===== src/rtl/cpu_pad_pkg.sv =====
// Shared types for the pin-reduced CPU pad bus multiplexer.
//   pad_cmd_e : beat type shown on pad_cmd (IDLE/ADDR/WDATA/RWAIT)
//   state_e   : transaction FSM states
//   beats()   : number of PAD_W beats needed to move a word of a given width
package cpu_pad_pkg;

  localparam int CMD_W = 2;

  typedef enum logic [CMD_W-1:0] {
    CMD_IDLE  = 2'd0,
    CMD_ADDR  = 2'd1,
    CMD_WDATA = 2'd2,
    CMD_RWAIT = 2'd3
  } pad_cmd_e;

  typedef enum logic [2:0] {
    S_IDLE,
    S_ADDR,
    S_WDATA,
    S_RWAIT,
    S_DONE
  } state_e;

  function automatic int beats(input int width, input int pad_w);
    return width / pad_w;
  endfunction

endpackage


===== src/rtl/pad_beat_slicer.sv =====
// Word register with beat-granular access, used for the data path in both
// directions: it is parallel-loaded with the write word and muxed out one
// beat at a time, or filled beat by beat from the input pads to build the
// read word.
//   clk, reset  : clock, async active-low reset (clears the held word)
//   load        : parallel load of load_word (wins over cap_en)
//   cap_en      : write cap_beat into beat slot sel
//   sel         : beat index, least-significant slice is beat 0
//   beat        : slice sel of the held word
//   word        : the whole held word
module pad_beat_slicer #(
  parameter int WORD_W = 16,
  parameter int PAD_W  = 8,
  parameter int SEL_W  = 2
) (
  input  logic              clk,
  input  logic              reset,
  input  logic              load,
  input  logic [WORD_W-1:0] load_word,
  input  logic              cap_en,
  input  logic [PAD_W-1:0]  cap_beat,
  input  logic [SEL_W-1:0]  sel,
  output logic [PAD_W-1:0]  beat,
  output logic [WORD_W-1:0] word
);

  logic [WORD_W-1:0] word_q;

  always_ff @(posedge clk or negedge reset) begin
    if (!reset)      word_q <= '0;
    else if (load)   word_q <= load_word;
    else if (cap_en) word_q[int'(sel)*PAD_W +: PAD_W] <= cap_beat;
  end

  assign beat = word_q[int'(sel)*PAD_W +: PAD_W];
  assign word = word_q;

endmodule


===== src/rtl/cpu_pad_bus_mux.sv =====
// Time-multiplexes a CPU memory transaction onto PAD_W output pads and
// gathers read data from PAD_W input pads, least-significant beat first.
//   core_req/we/adr/wdata : transaction request, sampled only when idle
//   core_busy/done/rdata  : status, completion pulse, last read word
//   pad_out/pad_cmd       : outbound beat and its type
//   pad_in/pad_in_valid   : inbound read beat (only used while waiting)
// Optional (macro PAD_PARITY_EN): pad_par_out (odd parity of outbound
// ADDR/WDATA beats), pad_in_par (parity of pad_in), core_perr (sticky read
// parity error, cleared on the next accepted request).
// All outputs are registered: each beat appears the cycle after the FSM
// state that produces it.
module cpu_pad_bus_mux
  import cpu_pad_pkg::*;
#(
  parameter int ADDR_W = 16,
  parameter int DATA_W = 16,
  parameter int PAD_W  = 8
) (
  input  logic              clk,
  input  logic              reset,
  input  logic              core_req,
  input  logic              core_we,
  input  logic [ADDR_W-1:0] core_adr,
  input  logic [DATA_W-1:0] core_wdata,
  output logic              core_busy,
  output logic              core_done,
  output logic [DATA_W-1:0] core_rdata,
  output logic [PAD_W-1:0]  pad_out,
  output logic [CMD_W-1:0]  pad_cmd,
  input  logic [PAD_W-1:0]  pad_in,
  input  logic              pad_in_valid
`ifdef PAD_PARITY_EN
  ,
  output logic              pad_par_out,
  input  logic              pad_in_par,
  output logic              core_perr
`endif
);

  localparam int ABEATS = beats(ADDR_W, PAD_W);
  localparam int DBEATS = beats(DATA_W, PAD_W);
  localparam int MAXB   = (ABEATS > DBEATS) ? ABEATS : DBEATS;
  localparam int CNT_W  = $clog2(MAXB + 1);
  localparam logic [CNT_W-1:0] ALAST = CNT_W'(ABEATS - 1);
  localparam logic [CNT_W-1:0] DLAST = CNT_W'(DBEATS - 1);

  if ((ADDR_W % PAD_W) != 0 || (DATA_W % PAD_W) != 0) begin : g_bad_width
    $error("cpu_pad_bus_mux: ADDR_W and DATA_W must be multiples of PAD_W");
  end

  state_e              state_q, state_d;
  logic [CNT_W-1:0]    cnt_q, cnt_d;
  logic                we_q, we_d;
  logic [ADDR_W-1:0]   adr_q, adr_d;
  logic                busy_q, busy_d;
  logic                done_q, done_d;
  logic [DATA_W-1:0]   rdata_q, rdata_d;
  logic [PAD_W-1:0]    pad_out_q, pad_out_d;
  pad_cmd_e            cmd_q, cmd_d;

  logic                load, cap_en;
  logic [DATA_W-1:0]   load_word, shadow;
  logic [PAD_W-1:0]    tx_beat;

  // Data word: holds wdata on writes; on reads it is zeroed at accept and
  // becomes the shadow word filled beat by beat.
  pad_beat_slicer #(.WORD_W(DATA_W), .PAD_W(PAD_W), .SEL_W(CNT_W)) u_data (
    .clk(clk), .reset(reset), .load(load), .load_word(load_word),
    .cap_en(cap_en), .cap_beat(pad_in), .sel(cnt_q),
    .beat(tx_beat), .word(shadow)
  );

  always_comb begin
    state_d   = state_q;
    cnt_d     = cnt_q;
    we_d      = we_q;
    adr_d     = adr_q;
    busy_d    = busy_q;
    done_d    = 1'b0;
    rdata_d   = rdata_q;
    pad_out_d = '0;
    cmd_d     = CMD_IDLE;
    load      = 1'b0;
    load_word = '0;
    cap_en    = 1'b0;
    case (state_q)
      S_IDLE: begin
        busy_d = 1'b0;
        if (core_req) begin
          adr_d     = core_adr;
          we_d      = core_we;
          load      = 1'b1;
          load_word = core_we ? core_wdata : '0;
          busy_d    = 1'b1;
          cnt_d     = '0;
          state_d   = S_ADDR;
        end
      end
      S_ADDR: begin
        cmd_d     = CMD_ADDR;
        pad_out_d = adr_q[int'(cnt_q)*PAD_W +: PAD_W];
        if (cnt_q == ALAST) begin
          cnt_d   = '0;
          state_d = we_q ? S_WDATA : S_RWAIT;
        end else begin
          cnt_d = cnt_q + 1'b1;
        end
      end
      S_WDATA: begin
        cmd_d     = CMD_WDATA;
        pad_out_d = tx_beat;
        if (cnt_q == DLAST) begin
          cnt_d   = '0;
          state_d = S_DONE;
        end else begin
          cnt_d = cnt_q + 1'b1;
        end
      end
      S_RWAIT: begin
        cmd_d = CMD_RWAIT;
        if (pad_in_valid) begin
          cap_en = 1'b1;
          if (cnt_q == DLAST) begin
            cnt_d   = '0;
            state_d = S_DONE;
          end else begin
            cnt_d = cnt_q + 1'b1;
          end
        end
      end
      S_DONE: begin
        done_d  = 1'b1;
        busy_d  = 1'b0;
        // Shadow already holds the last beat, captured on the previous edge.
        if (!we_q) rdata_d = shadow;
        state_d = S_IDLE;
      end
      default: state_d = S_IDLE;
    endcase
  end

  always_ff @(posedge clk or negedge reset) begin
    if (!reset) begin
      state_q   <= S_IDLE;
      cnt_q     <= '0;
      we_q      <= 1'b0;
      adr_q     <= '0;
      busy_q    <= 1'b0;
      done_q    <= 1'b0;
      rdata_q   <= '0;
      pad_out_q <= '0;
      cmd_q     <= CMD_IDLE;
    end else begin
      state_q   <= state_d;
      cnt_q     <= cnt_d;
      we_q      <= we_d;
      adr_q     <= adr_d;
      busy_q    <= busy_d;
      done_q    <= done_d;
      rdata_q   <= rdata_d;
      pad_out_q <= pad_out_d;
      cmd_q     <= cmd_d;
    end
  end

  assign core_busy  = busy_q;
  assign core_done  = done_q;
  assign core_rdata = rdata_q;
  assign pad_out    = pad_out_q;
  assign pad_cmd    = cmd_q;

`ifdef PAD_PARITY_EN
  logic par_q, perr_q, beat_bad;

  // Odd parity: pad bits plus parity bit must hold an odd number of ones.
  assign beat_bad = ~(^{pad_in, pad_in_par});

  always_ff @(posedge clk or negedge reset) begin
    if (!reset) begin
      par_q  <= 1'b0;
      perr_q <= 1'b0;
    end else begin
      par_q <= (cmd_d == CMD_ADDR || cmd_d == CMD_WDATA) ? ~^pad_out_d : 1'b0;
      if (load)                    perr_q <= 1'b0;
      else if (cap_en && beat_bad) perr_q <= 1'b1;
    end
  end

  assign pad_par_out = par_q;
  assign core_perr   = perr_q;
`endif

endmodule


===== config.mk =====
export PLATFORM = sky130hd
export DESIGN_NAME = cpu_pad_bus_mux
export DESIGN_NICKNAME = d
export VERILOG_FILES = /design/src/rtl/cpu_pad_pkg.sv /design/src/rtl/pad_beat_slicer.sv /design/src/rtl/cpu_pad_bus_mux.sv
export SDC_FILE = /design/constraint.sdc
export NUM_CORES = 1
export LEC_CHECK = 0
export CORE_UTILIZATION = 45
export CTS_CLUSTER_SIZE = 8
export DETAILED_ROUTE_END_ITERATION = 10
export PLACE_DENSITY_LB_ADDON = 0.25
export REMOVE_ABC_BUFFERS = 1
export SLEW_MARGIN = 25
export SYNTH_ARGS = -nofsm -noshare
export SYNTH_HDL_FRONTEND = slang
export SYNTH_SLANG_ARGS = --single-unit

===== constraint.sdc =====
create_clock -name clk -period 2 [get_ports clk]
set_clock_uncertainty 0.1 [all_clocks]
set_input_delay 0.2 -clock clk [delete_from_list [all_inputs] [get_ports clk]]
set_output_delay 0.2 -clock clk [all_outputs]
set_load 0.02 [all_outputs]

; ---- Yosys cells after proc, flatten, opt, wreduce, memory -nomap -nowiden
; Index checks and enable logic that the tools add are counted.
[totals]
out_inout_bits = 28
ff_bits = 66
elab_cells = 58
inputBits = 45
[op_classes]
n_eq_ne = 8
n_bitwise = 1
shifts = 4
add_sub_neg = 2
n_reduce_logical = 9
n_mux = 24
[ops]
columns = op, n
row1 = $mux 16, 5
row2 = $neg 5->33, 1
row3 = $shift 8x33->16 const A, 1
row4 = $shiftx 8x33->16, 1
row5 = $shiftx 16x6->8, 2
row6 = $bwmux 16, 1
row7 = $pmux 8 s2, 1
row8 = $mux 3, 4
row9 = $pmux 2 s3, 2
row10 = $pmux 3 s4, 1
row11 = $eq 3x2->1 const B, 2
row12 = $mux 1, 6
row13 = $mux 2, 3
row14 = $ne 2x2->1 const B, 3
row15 = $reduce_and 3->1, 2
row16 = $reduce_and 2->1, 2
row17 = $reduce_bool 2->1, 2
row18 = $eq 3x1->1 const B, 1
row19 = $eq 3x3->1 const B, 1
row20 = $logic_not 3->1, 1
row21 = $reduce_bool 3->1, 1
row22 = $add 2x1->2 const B, 1
row23 = $eq 2x1->1 const B, 1
row24 = $pmux 1 s2, 1
row25 = 2 further kinds, 2

; ---- Longest topological paths before layout
; Gate-level depths: netlist of run 1.
[logic_depth]
depth_word = 5
ltp_mapped = 7
ltp_nobuf = 6

; ---- Modules after synthesis
; Synthesis of run 1 repeated with hierarchy kept, for this count alone.
[unflattened]
hier_cells = 248
hier_area_um2 = 3093.0
[by_module_without_submodules]
columns = mod, area_each_um2, cells_per_inst, seq_area_each_um2, n_inst
row1 = cpu_pad_bus_mux, 2152.1, 159, 1251.2, 1
row2 = pad_beat_slicer, 940.9, 89, 400.4, 1

; ---- Worst setup path after synthesis of run 1
; Ideal clock, no wire load.
[synth_path]
path_type = reg2reg
start = register cnt_q[0]
end = register u_data.word_q[11] (netlist: u_data.word[11])
required_ns = 1.835
slack_ns = -0.098
setup_ns = 0.065
period_less_slack_ns = 2.098
n_path_buf = 1
stages_incl_launch_ff = 8
arrival_ns = 1.933
cell_sequence = dfrtp_1 > clkbuf_1 > inv_1 > ha_1 > nand2_1 > nor3b_1 > a32o_1 > mux2_2
[synth_via]
elab_chain_cells = 5
word_cells_on_any_way = 6
classes_between = add/sub: 1 / shift: 2 / mux: 3
[synth_rtl]
columns = item, line
row1 = start: declaration, cpu_pad_bus_mux.sv:52  ; logic [CNT_W-1:0] cnt_q, cnt_d;
row2 = start signal: assignment, cpu_pad_bus_mux.sv:155  ; cnt_q <= cnt_d;
row3 = $neg 5->33 *, pad_beat_slicer.sv:32  ; else if (cap_en) word_q[int'(sel)*PAD_W +: PAD_W] <= cap_beat;
row4 = $shiftx 8x33->16 or $shift 8x33->16 (tied branches), pad_beat_slicer.sv:32
row5 = $bwmux 16 *, pad_beat_slicer.sv:32
row6 = $mux 16 *, pad_beat_slicer.sv:32
row7 = $mux 16 *, pad_beat_slicer.sv:31  ; else if (load) word_q <= load_word;
row8 = end signal: assignment, pad_beat_slicer.sv:31
row9 = end signal: indexed assignment, pad_beat_slicer.sv:32
row10 = end: declaration, pad_beat_slicer.sv:27  ; logic [WORD_W-1:0] word_q;
; Mark *: on every way between the ends. The rest lies on a longest branch, timed or not. The select of a mux whose other input is x is not followed.
; A chain may end at the register's enable or synchronous reset.

; ---- Worst setup path in the final report of run 1
[layout_path]
start = register state_q[1]
end = register u_data.word_q[1] (netlist: u_data.word[1])
[layout_via]
elab_chain_cells = 3
word_cells_on_any_way = 7
classes_between = eq/ne: 1 / mux: 4 / reduce/logical: 2
[layout_rtl]
columns = item, line
row1 = start: declaration, cpu_pad_bus_mux.sv:51  ; state_e state_q, state_d;
row2 = start signal: assignment, cpu_pad_bus_mux.sv:154  ; state_q <= state_d;
row3 = $eq 3x2->1 or $logic_not 3->1 (tied branches), cpu_pad_bus_mux.sv:86  ; case (state_q)
row4 = $mux 1 or $mux 16 (tied branches), cpu_pad_bus_mux.sv:86
row5 = $reduce_bool 2->1 (no line) or $mux 16 (tied branches), n/a
; Several ways; a longest one is shown, not always the timed one.

==> results of run 1 <==
-- per-layer routing --
metal / vias up / GRT usage (%) / routed length (um)
li1: 1051 / - / -
met1: 1117 / 29.4 / 3200
met2: 73 / 34.7 / 3440
met3: 11 / 4.25 / 345
met4: 0 / 9.56 / 122
met5: - / 0 / 0
-- registers in the layout, indices dropped and copies added, names as in the netlist --
signal       cells
adr_q           16
core_rdata      16
u_data.word     16
pad_out          8
state_q          3
cnt_q            2
pad_cmd          2
core_busy        1
core_done        1
we_q             1
-- stage by stage --
stage / instances / hold slack, ns / util, %
2_1_floorplan: 227 / -0.196 / -
3_3_place_gp: 400 / 0.142 / 61.9
3_5_place_dp: 400 / 0.145 / 61.9
4_1_cts: 416 / 0.288 / 65.1
5_1_grt: 416 / 0.311 / 65.1
6_report: 416 / 0.291 / 65.1
-- synthesized netlist by cell type (3+ instances only) --
library cell,n,share of area [%]
a21oi_1,3,0.49
dfrtp_1,66,54
nor3_1,4,0.66
mux4_1,7,6.1
inv_1,3,0.37
buf_6,4,1.5
ha_1,4,1.6
buf_2,5,0.82
mux2_2,32,12
nor2b_1,7,1.4
a32o_1,10,3.3
a22o_1,6,1.7
nand2_1,55,6.8
and2b_1,3,0.74
-- where the power goes --
group	total [mW]	switching, mW	leakage (nW)	internal (mW)
clock network	1.08	0.477	0.0962	0.600
registers	2.15	0.313	0.870	1.84
logic	2.54	1.21	1.01	1.34
-- worst min path at each step --
| stage | from | endpoint | cells after the start | slack, ns |
|---|---|---|---|---|
| final | core_adr[4] | adr_q[4] | 3 | 0.29 |
| after global routing | core_adr[13] | adr_q[13] | 3 | 0.31 |
| after CTS | core_adr[10] | adr_q[10] | 3 | 0.29 |
| after detailed placement | reset | core_done | 2 | 0.14 |
| after global placement | reset | core_busy | 2 | 0.14 |
| after floorplan | reset | adr_q[0] | 0 | -0.20 |
-- cell type report --
| type | count | area, um2 | area share (%) |
|---|---|---|---|
| Clock buffer | 12 | 145 | 3.47 |
| Inverter | 4 | 15.0 | 0.359 |
| Tap cell | 77 | 96.3 | 2.30 |
| Timing Repair Buffer | 97 | 943 | 22.6 |
| Clock inverter | 3 | 40.0 | 0.957 |
| Sequential cell | 66 | 1650 | 39.5 |
| Multi-Input combinational cell | 157 | 1290 | 30.9 |
-- repair_timing --
action	4_1_cts	5_1_grt
resized for setup	2	0
hold endpoints to repair	66	0
hold buffers	1	0
pin swaps	0	1
setup endpoints to repair	4	3
-- critical path: stages (launching register included) --
cell     delay (ns)
dfrtp_1        0.48
nor4b_4        0.43
buf_4          0.23
nor3_1         0.11
a22o_1         0.21
mux2_2         0.27
-- cells in the final DEF, fill, tap and decap left out, types with 2 or more instances in the layout --
cell type / count
a21oi_1: 3
a21oi_2: 2
a22o_1: 6
a32o_1: 10
and2_1: 2
and2b_1: 3
buf_12: 3
buf_4: 21
clkbuf_1: 2
clkbuf_8: 10
clkdlybuf4s50_1: 71
clkinv_2: 2
dfrtp_1: 66
ha_1: 4
inv_1: 3
mux2_2: 32
mux4_1: 7
nand2_1: 55
nand3_1: 2
nand4_1: 2
nor2_1: 2
nor2b_1: 6
nor3_1: 3
o21ai_0: 2
-- logic make-up (layout without fill, tap and decap cells) --
logic type                 Yosys count  count (layout)  share of synthesized area (%)
AOI/OAI and AO/OA                   26              26                           7.22
xor gates and xnor gates             1               1                          0.289
adders and majority gates            4               4                           1.65
buffers and inverters               17             116                           3.42
DFF                                 66              66                           54.4
muxes                               42              42                           19.4
and+or+nand+nor                     84              84                           13.6
==> flow_summary.toml, run 1 <==
[die]
coreArea_mm2 = 0.00642
initial_core_util_pct = 47.2
dieHeight_um = 84.1
num_rows = 29
ioPinCount = 73
dieArea_mm2 = 0.00708
die_x_um = 84.1

[synth]
yosys_warnings = 0
ys_seq_area_share_pct = 54.4
synthArstFlopShare_pct = 100
ys_seq_elements = 66
synth_edf_count = 0
synth_area_per_cell_um2 = 12.6
syn_inst = 240
synth_flop_cell = "dfrtp_1"
synth_area_mm2 = 0.00303
synth.distinct_cells = 38

[route]
vias_per_cell = 5.41
drt_iter0_drc = 124
routedWlPerCell_um = 17.1
drcViolationCount = 8
vias = 2252
wl_um = 7100
first_pass_iters = 7
ant_nets = 0

[clock_network]
clockBufferDepth = 2
h-tree-depth = 3
clock-root-buffer = "clkbuf_8"
clk_pin_slew_ns = 0.07
numCtsBuffers = 9
cts_tree = "yes"
clkSinkCount = 66
postCtsSetupBuffers = 0
clkLatencyLatePin_ns = 0.33

[outcome]
violations = "DRC"
outcome = "complete, but fails checks"

[critical_path]
reg2reg_depth = 5
crit_path_start_kind = "flop"
cp.arrival_ns = 2.05
worstSetupPathType = "flop to flop"
cp_data_required_time_ns = 2.12
worst-path-max-fanout = 7
crit_path_end_kind = "flop"
regToRegStartpoint = "state_q[1]"
startpoint = "state_q[1]"
cp-endpoint = "u_data.word[1]"
rr_endpoint = "u_data.word[1]"
ff2ff_setup_slack_ns = 0.07

[final_layout]
area_delta_synth_final_pct = 37.9
post-route-cell-area_mm2 = 0.00418
n_antenna_cell = 0
nNetsFinal = 384
drive_above_1_share_pct = 23.9
fill_cells = 504

[sta]
rsz0062_at_grt = "false"
timing.final.ws_setup_ns = 0.0655
hold_viol_final = 0
setup-violations-final = 0
tightest_slew_ns = 0.569
tns_ns = 0
max-slew-margin-rel_pct = 61.8
timing.fmax_mhz = 517
maxSlewViolCount = 0
fin_crit_sh_pct = 96.7
min_period_ns = 1.93

[placement]
dpl-instance-area_mm2 = 0.00398
place_ws_ns = -0.0578
hpwl_um = 5020
place_congestion = 0.865
portBuffers = 72

[power_and_ir_drop]
ir_drop_mv = 0.558
fin_total_pwr_mw = 5.77
p_per_area_mw_per_mm2 = 1380
leakagePower_nw = 1.97

[min_path]
hold_class = "input pin to flop"

[run]
drv_cap = 0

[grt]
grt_use_total_pct = 21.9
grt_antenna_before_repair = 0
grt_pass1_vias = 2321
grt_max_degree = 67
grt_overflow = 0
grt_pass1_wl_um = 11600
No activity file was read; power rests on OpenSTA's default activity.
==> run 2: changes to the inputs <==
Settings changed: CORE_UTILIZATION 45 to 46, CTS_BUF_LIST set to sky130_fd_sc_hd__clkbuf_4 sky130_fd_sc_hd__clkbuf_8.
==> flow_summary.toml, run 2 (same netlist as run 1, synthesis figures left out) <==
[outcome]
outcome = "finished clean"

[critical_path]
crit_path_start_kind = "flop"
worst-path-max-fanout = 17
worstSetupPathType = "flop to flop"
cp.arrival_ns = 2.01
crit_path_end_kind = "flop"
cp_data_required_time_ns = 2.12

[grt]
grt_use_total_pct = 21.7
grt_pass1_wl_um = 11300
grt_antenna_before_repair = 0
grt_pass1_vias = 2224
grt_max_degree = 67
grt_overflow = 0

[placement]
portBuffers = 72
dpl-instance-area_mm2 = 0.00394
place_congestion = 0.840
place_ws_ns = -0.0561
hpwl_um = 4880

[die]
dieArea_mm2 = 0.00692
num_rows = 29
initial_core_util_pct = 47.8
dieHeight_um = 83.2
die_x_um = 83.2
coreArea_mm2 = 0.00635
ioPinCount = 73

[sta]
setup-violations-final = 0
hold_viol_final = 0
max-slew-margin-rel_pct = 70.0
tightest_slew_ns = 0.447
rsz0062_at_grt = "false"
maxSlewViolCount = 0
holdWs_ns = 0.290
min_period_ns = 1.90
timing.final.ws_setup_ns = 0.103
timing.fmax_mhz = 527
fin_crit_sh_pct = 94.8

[final_layout]
drive_above_1_share_pct = 24.3
final_common_cell = "clkdlybuf4s50_1"
regArea_mm2 = 0.00165
utilization_pct = 65.4
n_antenna_cell = 0
post-route-cell-area_mm2 = 0.00415
area_delta_synth_final_pct = 36.9
nNetsFinal = 381
mostFrequentLayoutCells = "71 x clkdlybuf4s50_1, 65 x dfrtp_1, 55 x nand2_1"
multi_input_area_mm2 = 0.00129
fill_cells = 481

[route]
drt_iter0_drc = 114
first_pass_iters = 4
ant_nets = 0
wl_um = 7090
vias = 2211
routedWlPerCell_um = 17.1
drcViolationCount = 0
vias_per_cell = 5.34

[power_and_ir_drop]
p_per_area_mw_per_mm2 = 1370
ir_drop_mv = 0.671
leakagePower_nw = 1.96

[clock_network]
clk_pin_slew_ns = 0.07
clkSinkCount = 66
clockBufferDepth = 2
numCtsBuffers = 9
h-tree-depth = 3
clkLatencyLatePin_ns = 0.34
clock-root-buffer = "clkbuf_8"
cts_tree = "yes"

[min_path]
hold_class = "input pin to flop"

[run]
drv_cap = 0
==> run 2: area by class of cell <==
class | instances | share of cell area, %
repair buffers | 94 | 21.9
clock inverters | 2 | 0.241
multi-input cells | 157 | 31.1
inverters | 4 | 0.361
flip-flops and latches | 66 | 39.8
clock buffers | 14 | 4.34
well taps | 77 | 2.32
==> run 2: repair_timing <==
item	CTS	global route
setup buffers	0	1
pin swaps	0	1
endpoints found under the setup margin	5	13
endpoints found under the hold margin	66	0
hold buffers	1	0
gates resized for setup	1	2
==> run 2: worst max-delay path: stages, from the launching register on <==
cell,delay (ns)
dfrtp_2,0.45
buf_4,0.15
nor4b_4,0.04
buf_4,0.17
and2_1,0.18
buf_12,0.16
a22o_1,0.24
mux2_2,0.27
==> run 2: metal layers <==
metal  GRT usage (%)  wire (um)
met1            28.6       3230
met2            35.2       3460
met3            4.57        272
met4            8.78        121
met5               0          0
==> run 2: worst paths after layout <==
kind	end	slack, ns	start	cells after the start
worst max-delay path	u_data.word[1]	0.10	state_q[0]	7
worst min-delay path	adr_q[8]	0.29	core_adr[8]	3
worst max register to register	u_data.word[1]	0.10	state_q[0]	7
worst min register to register	adr_q[3]	0.37	adr_q[3]	2
max in group asynchronous	u_data.word[5]	1.20	reset	3
min in group asynchronous	core_done	0.32	reset	3
==> run 2: through the flow <==
step	TNS, ns	std cells	power [mW]
after floorplan	-7.26	227	3.56
after global placement	-0.146	396	4.58
after detailed placement	-0.506	396	4.65
after CTS	0	413	5.74
after global routing	0	414	6.07
final	0	414	5.70
==> run 2: power by group <==
part	total, mW	switching, mW	internal, mW
registers	2.15	0.310	1.84
clock network	1.05	0.476	0.576
logic	2.50	1.18	1.32
total	5.70	1.97	3.74
==> run 3: changes to the inputs <==
Settings changed: GPL_ROUTABILITY_DRIVEN set to 0, SKIP_LAST_GASP set to 1.
==> results of run 3 <==
Same layout as run 2: the final DEF is identical, and so are final timing and power.
